`src/rtl/shift_feeder.sv`:
```
// shift_feeder: turns LOAD/ROTATE commands into s_in/en/dir/rot for a serial shift/rotate register.
// Latency: en starts the cycle after accept, done pulses one cycle after the final en; all outputs registered.
// Backpressure: cmd_ready low from the accept edge until back in IDLE; SHIFT_FEEDER_PACE_EN spaces en PACE apart.
module shift_feeder #(
    parameter int WIDTH = 4,
    parameter int AMT_W = 3
`ifdef SHIFT_FEEDER_PACE_EN
    , parameter int PACE = 4
`endif
) (
    input  logic             clk,
    input  logic             rst,
    input  logic             cmd_valid,
    output logic             cmd_ready,
    input  logic             cmd_op,
    input  logic             cmd_dir,
    input  logic [WIDTH-1:0] cmd_data,
    input  logic [AMT_W-1:0] cmd_amt,
    output logic             s_in,
    output logic             en,
    output logic             dir,
    output logic             rot,
    output logic             busy,
    output logic             done
);
    localparam int CW = $clog2(WIDTH);

    typedef enum logic [1:0] {IDLE, LOAD, ROT, DONE} state_t;

    state_t           state;
    logic [WIDTH-1:0] dat_q;
    logic [CW-1:0]    bit_cnt;
    logic [AMT_W-1:0] rot_left;
    logic             last_step;
    logic             step;

    assign last_step = (state == LOAD) ? (bit_cnt == CW'(WIDTH - 1)) : (rot_left == '0);

`ifdef SHIFT_FEEDER_PACE_EN
    localparam int PW = (PACE > 2) ? $clog2(PACE) : 1;
    logic [PW-1:0] pace_cnt;
    // Next en is due either immediately (PACE==1) or once the idle gap has counted out.
    assign step = (en && (PACE == 1)) || (!en && (pace_cnt == '0));
`else
    assign step = 1'b1;
`endif

    always_ff @(posedge clk) begin
        if (rst) begin
            state     <= IDLE;
            cmd_ready <= 1'b1;
            s_in      <= 1'b0;
            en        <= 1'b0;
            dir       <= 1'b0;
            rot       <= 1'b0;
            busy      <= 1'b0;
            done      <= 1'b0;
            dat_q     <= '0;
            bit_cnt   <= '0;
            rot_left  <= '0;
`ifdef SHIFT_FEEDER_PACE_EN
            pace_cnt  <= '0;
`endif
        end else begin
            case (state)
                IDLE: begin
                    if (cmd_valid && cmd_ready) begin
                        cmd_ready <= 1'b0;
                        busy      <= 1'b1;
                        dir       <= cmd_dir;
                        bit_cnt   <= '0;
                        if (!cmd_op) begin
                            state <= LOAD;
                            en    <= 1'b1;
                            rot   <= 1'b0;
                            // Present the first bit now; dat_q keeps the remaining bits queued at its edge.
                            s_in  <= cmd_dir ? cmd_data[WIDTH-1] : cmd_data[0];
                            dat_q <= cmd_dir ? (cmd_data << 1) : (cmd_data >> 1);
                        end else if (cmd_amt == '0) begin
                            state <= DONE;
                            done  <= 1'b1;
                        end else begin
                            state    <= ROT;
                            en       <= 1'b1;
                            rot      <= 1'b1;
                            s_in     <= 1'b0;
                            rot_left <= cmd_amt - 1'b1;
                        end
                    end
                end
                LOAD, ROT: begin
                    if (en && last_step) begin
                        state <= DONE;
                        en    <= 1'b0;
                        rot   <= 1'b0;
                        done  <= 1'b1;
                    end else if (step) begin
                        en <= 1'b1;
                        if (state == LOAD) begin
                            bit_cnt <= bit_cnt + 1'b1;
                            s_in    <= dir ? dat_q[WIDTH-1] : dat_q[0];
                            dat_q   <= dir ? (dat_q << 1) : (dat_q >> 1);
                        end else begin
                            rot_left <= rot_left - 1'b1;
                        end
`ifdef SHIFT_FEEDER_PACE_EN
                    end else if (en) begin
                        en       <= 1'b0;
                        pace_cnt <= PW'(PACE - 2);
                    end else begin
                        pace_cnt <= pace_cnt - 1'b1;
`endif
                    end
                end
                DONE: begin
                    done      <= 1'b0;
                    busy      <= 1'b0;
                    cmd_ready <= 1'b1;
                    state     <= IDLE;
                end
                default: state <= IDLE;
            endcase
        end
    end
endmodule

```
`config.mk`:
```
export PLATFORM = sky130hd
export DESIGN_NAME = shift_feeder
export DESIGN_NICKNAME = d
export VERILOG_FILES = /design/src/rtl/shift_feeder.sv
export SDC_FILE = /design/constraint.sdc
export NUM_CORES = 1
export LEC_CHECK = 0
export ABC_AREA = 1
export BUFFER_PORTS_ARGS = -buffer_cell sky130_fd_sc_hd__buf_4
export CORE_MARGIN = 2
export CORE_UTILIZATION = 50
export CTS_BUF_LIST = sky130_fd_sc_hd__clkbuf_16
export DETAILED_ROUTE_END_ITERATION = 10
export GPL_ROUTABILITY_DRIVEN = 0
export PLACE_DENSITY = 0.72
export RECOVER_POWER = 50
export SETUP_SLACK_MARGIN = 0.02
export SLEW_MARGIN = 5
export SYNTH_ARGS = -nofsm -noshare
export SYNTH_HDL_FRONTEND = slang
export SYNTH_SLANG_ARGS = --single-unit
```
`constraint.sdc`:
```
create_clock -name clk -period 3.1 [get_ports clk]
set_input_delay 0.155 -clock clk [delete_from_list [all_inputs] [get_ports clk]]
set_output_delay 0.155 -clock clk [all_outputs]
set_load 0.05 [all_outputs]
```
# == After elaboration in Yosys (flattened, before gate mapping) ==
# Index checks and enable logic that the tools add are counted.
# W data, S select, Z words.
# word_totals
reg_bits,18
latchBits,0
ram_bits,0
mem_bits_ro,0
inputBits,12
out_inout_bits,7
wordCells,95
memories,0
# classes
add_sub_neg,3
mul,0
n_div,0
magnitude_cmp,0
n_eq_ne,14
n_shift,0
n_mux,49
bitwise,0
n_reduce_logical,18
# ops
operator,count
$mux W4,6
$mux W1,22
$ne A2 B2 Y1 const B,9
$mux W3,5
$mux W2,6
$reduce_and A4 Y1,3
$pmux W1 S2,5
$reduce_and A5 Y1,2
$pmux W4 S2,1
$eq A2 B2 Y1 const B,3
$logic_not A3 Y1,2
$pmux W2 S3,1
$pmux W3 S2,1
$reduce_and A2 Y1,3
$reduce_and A6 Y1,1
$sub A3 B1 Y3 const B,2
$pmux W2 S2,1
$reduce_bool A2 Y1,2
$ne A3 B3 Y1 const B,1
$pmux W1 S3,1
$reduce_and A3 Y1,1
$add A2 B1 Y2 const B,1
$eq A2 B1 Y1 const B,1
$logic_and A1 B1 Y1,2
2 further kinds,2

# == Longest topological paths before layout ==
# depth
depth_word,5
mapped_depth,12
depth_no_buf,11

# == Worst setup path after synthesis ==
# Ideal clock, no wire load.
# synth_path
path_kind,register to register
start,register state[0]
end,register rot_left[2]
setup_ns,0.113
arrival_ns,1.733
required_ns,2.987
setup_slack_ns,1.255
path_stages_with_launch,11
path_buffers,1
path_cell_list,dfxtp_1 inv_1 ha_1 buf_6 o21ai_0 inv_1 ha_1 xnor2_1 nand3_1 nand2_1 nor2_1
# synth_via
elab_chain_cells,5
elab_cells_between_ends,14
classes_between,eq/ne (7); mux (2); reduce/logical (5)
# synth_rtl
element,line,rtl
from (decl),30,state_t state;
from (signal assigned),50,state <= IDLE;
from (signal assigned),73,state <= LOAD;
from (signal assigned),80,state <= DONE;
$eq A2 B1 Y1,"37, 65, 99",
$mux W1,37,assign last_step = (state == LOAD) ? (bit_cnt == CW'(WIDTH - 1)) : (rot_left == '0);
$logic_and A1 B1 Y1,92,if (en && last_step) begin
$ne A2 B2 Y1 (no line),n/a,
$reduce_and A6 Y1 (no line),n/a,
to (signal assigned),87,rot_left <= cmd_amt - 1'b1;
to (signal assigned),104,rot_left <= rot_left - 1'b1;
to (decl),33,logic [AMT_W-1:0] rot_left;
# Parallel ways exist; a longest one is shown, timed or not.
# A chain may end at the register's enable or synchronous reset.

# == Final worst setup path ==
# Ends and elaborated chain as after synthesis.

==> flow_summary.yaml <==
power_and_ir_drop:
  seqPwrFrac: 0.229
  p_int_uw: 850
  switching_share: 0.519
  power.density_nw_per_um2: 1300
  comb_power_share: 0.628
  p_sw_uw: 918
  max-vdd-ir-drop_mv: 0.680
  leakage_nw: 0.680
  p_total_mw: 1.77
  p_clk_frac: 0.144
synthesis:
  synth_xor_area_frac: 0.00735
  ys_seq_area_frac: 0.303
  synthCells: 183
  synthSimpleGateAreaFrac: 0.387
  syn_avg_cell_area_um2: 6.51
  synth_fa_ha_area_frac: 0.0630
  syn_nets: 201
  ys_ff_latch: 18
  syn_area_um2: 1190
  synth_top_family_by_area: "simple AND/OR/NAND/NOR gates"
  synth_warnings: 0
  synth_compound_area_frac: 0.124
  ys_types: 23
  synthMuxAreaShare: 0
sta:
  finalCritPeriodShare: 0.671
  finalMaxSlewViolations: 0
  worstMarginPinSlew_ns: 0.595
  rsz0062_at_grt: "no"
  setup_viol: 0
  skew_ns: 0.00212
  tns_ns: 0
  clock.fmax_ghz: 0.480
  period_needed_ns: 2.08
  whs_ns: 0.119
  slew_headroom: 0.605
  hold_violations: 0
route:
  wl_per_cell_um: 11.1
  viasPerCell: 5.15
  ant_nets: 0
  drt_iter0_drc: 51
  route.detailed.drc: 0
  dr.pass1.iters: 4
  vias: 1175
  wl_um: 2520
worst_setup_path:
  crit_slowest_cell: "ha_1"
  cp.required_ns: 3.24
  critical-path-top-delay-family: "adder cells"
  worstSetupStartpointType: "flop"
  r2r-start: "state[0]"
  critPathMaxFanout: 15
  path_class: "reg2reg"
  max_stage_delay_ns: 0.62
  r2r_setup_slack_ns: 1.02
  worstPathArrival_ns: 2.23
  crit_buf_inv: 2
  path_cells: "inv_1 > ha_1 > nand2_1 > o21ai_0 > inv_1 > ha_1 > xnor2_1 > nand3_1 > nand2_1 > nor2_1"
  critPathCaptureType: "flop"
  timing.critical_path.from: "state[0]"
final_layout:
  multi_input_area_um2: 689
  fin_util: 0.610
  diodes: 0
  drive_gt1_frac: 0.125
  nets: 220
  fin_area_um2: 1360
  syn_to_final_growth_pct: 14.4
  fill_cells: 230
  seq_area_um2: 360
grt:
  antenna_found_initial: 0
  grt_start_max_net_pins: 16
  grt_usage: 0.214
  grt_pass1_vias: 1069
  grt_pass1_wl_um: 4380
  overflow: 0
clocking:
  clkTransAtPathRegs_ns: 0.05
  cts_root_buf: "clkbuf_16"
  postCtsResizedCells: 0
  cts_max_level: 1
  clkLatencyLatePin_ns: 0.25
  hold_buffers: 0
  cts_tree: "done"
  post_cts_buffers: 0
  cts_sinks: 18
  cts_buffers: 3
  clockBufferDepth: 2
die:
  start_util: 0.533
  die_area_um2: 2790
  coreArea_um2: 2230
  boundaryPins: 19
  die-width_um: 52.8
  die-height_um: 52.8
  row_count: 17
outcome:
  status: "finished, final reports clean"
min_path:
  min_path_type: "in2reg"
  hp-start: "rst"
placement:
  numPortBuffers: 18
  dp_hpwl_um: 2020
  post_dp_cell_area_um2: 1320
run:
  max-cap-violations: 0
path summary, 6_finish.rpt:
check | to | depth (start not counted)
worst max-delay path | rot_left[2] | 10
worst min-delay path | state[1] | 2
worst max register to register | rot_left[2] | 10
worst min register to register | rot | 2
stage by stage:
step                      instances  setup slack (ns)
after floorplan                 183              1.25
after global placement          225              1.19
after detailed placement        225              1.05
after CTS                       228              1.03
after global routing            228             0.807
final                           228              1.02
cells in the final DEF (no fill, tap or decap), drive strengths merged:
cell     n
ha       6
dfxtp   18
o21ai   11
nand3   17
a32oi    1
inv     25
a21oi   13
o21a     1
nor2    28
nor3     1
nand3b   1
clkbuf  10
xnor2    1
o31ai    1
buf     11
nand2   53
nand4    2
synthesized netlist by cell type:
library cell,instances,area (µm²)
o21ai_1,2,10.0
inv_1,24,90.1
nand4_1,2,12.5
o21a_1,1,7.51
o21ai_2,1,8.76
a21oi_1,13,65.1
buf_6,4,45.0
nand3_1,16,80.1
nand2_2,5,31.3
ha_1,6,75.1
nor2_4,2,22.5
xnor2_1,1,8.76
nor3_4,1,16.3
nor2_2,1,6.26
o31ai_1,1,7.51
dfxtp_1,18,360
nor2_1,25,93.8
nand3_2,1,10.0
nand3b_1,1,7.51
o21ai_0,8,40.0
inv_2,1,3.75
nand2_1,48,180
a32oi_1,1,8.76
sequential cells by signal, indices dropped and copies added, names as in the netlist:
| register | count |
|---|---|
| rot_left | 3 |
| busy | 1 |
| done | 1 |
| bit_cnt | 2 |
| state | 2 |
| dat_q | 4 |
| en | 1 |
| rot | 1 |
| cmd_ready | 1 |
| s_in | 1 |
| dir | 1 |
power by group through the flow:
stage          Combinational, mW  Sequential, mW  Clock, mW
3_3_place_gp                1.11           0.403          0
2_1_floorplan              0.859           0.517          0
6_report                    1.11           0.404      0.254
5_1_grt                     1.25           0.419      0.268
4_1_cts                     1.15           0.404      0.261
3_5_place_dp                1.15           0.408          0
area by class of cell:
cell class | instances | share of cell area
clock buffers | 3 | 0.0551
inverters | 25 | 0.0689
multi-input cells | 136 | 0.506
flip-flops and latches | 18 | 0.264
well taps | 28 | 0.0257
repair buffers | 18 | 0.0799
cells by family after synthesis:
| kind of cell | count (synthesis) |
|---|---|
| AO/OA/AOI/OAI | 27 |
| flip-flops | 18 |
| AND/OR/NAND/NOR | 102 |
| buffers and inverters | 29 |
| adder cells (fa/ha/maj) | 6 |
| XOR/XNOR | 1 |
routing by layer:
| layer | vias up | GRT usage | part of all wire |
|---|---|---|---|
| met5 | - | 0 | 0 |
| met4 | 0 | 0.0855 | 0.0099 |
| met3 | 4 | 0.0343 | 0.054 |
| met2 | 35 | 0.356 | 0.46 |
| met1 | 520 | 0.273 | 0.47 |
| li1 | 616 | - | - |
Power figures use the tool's default switching activity.
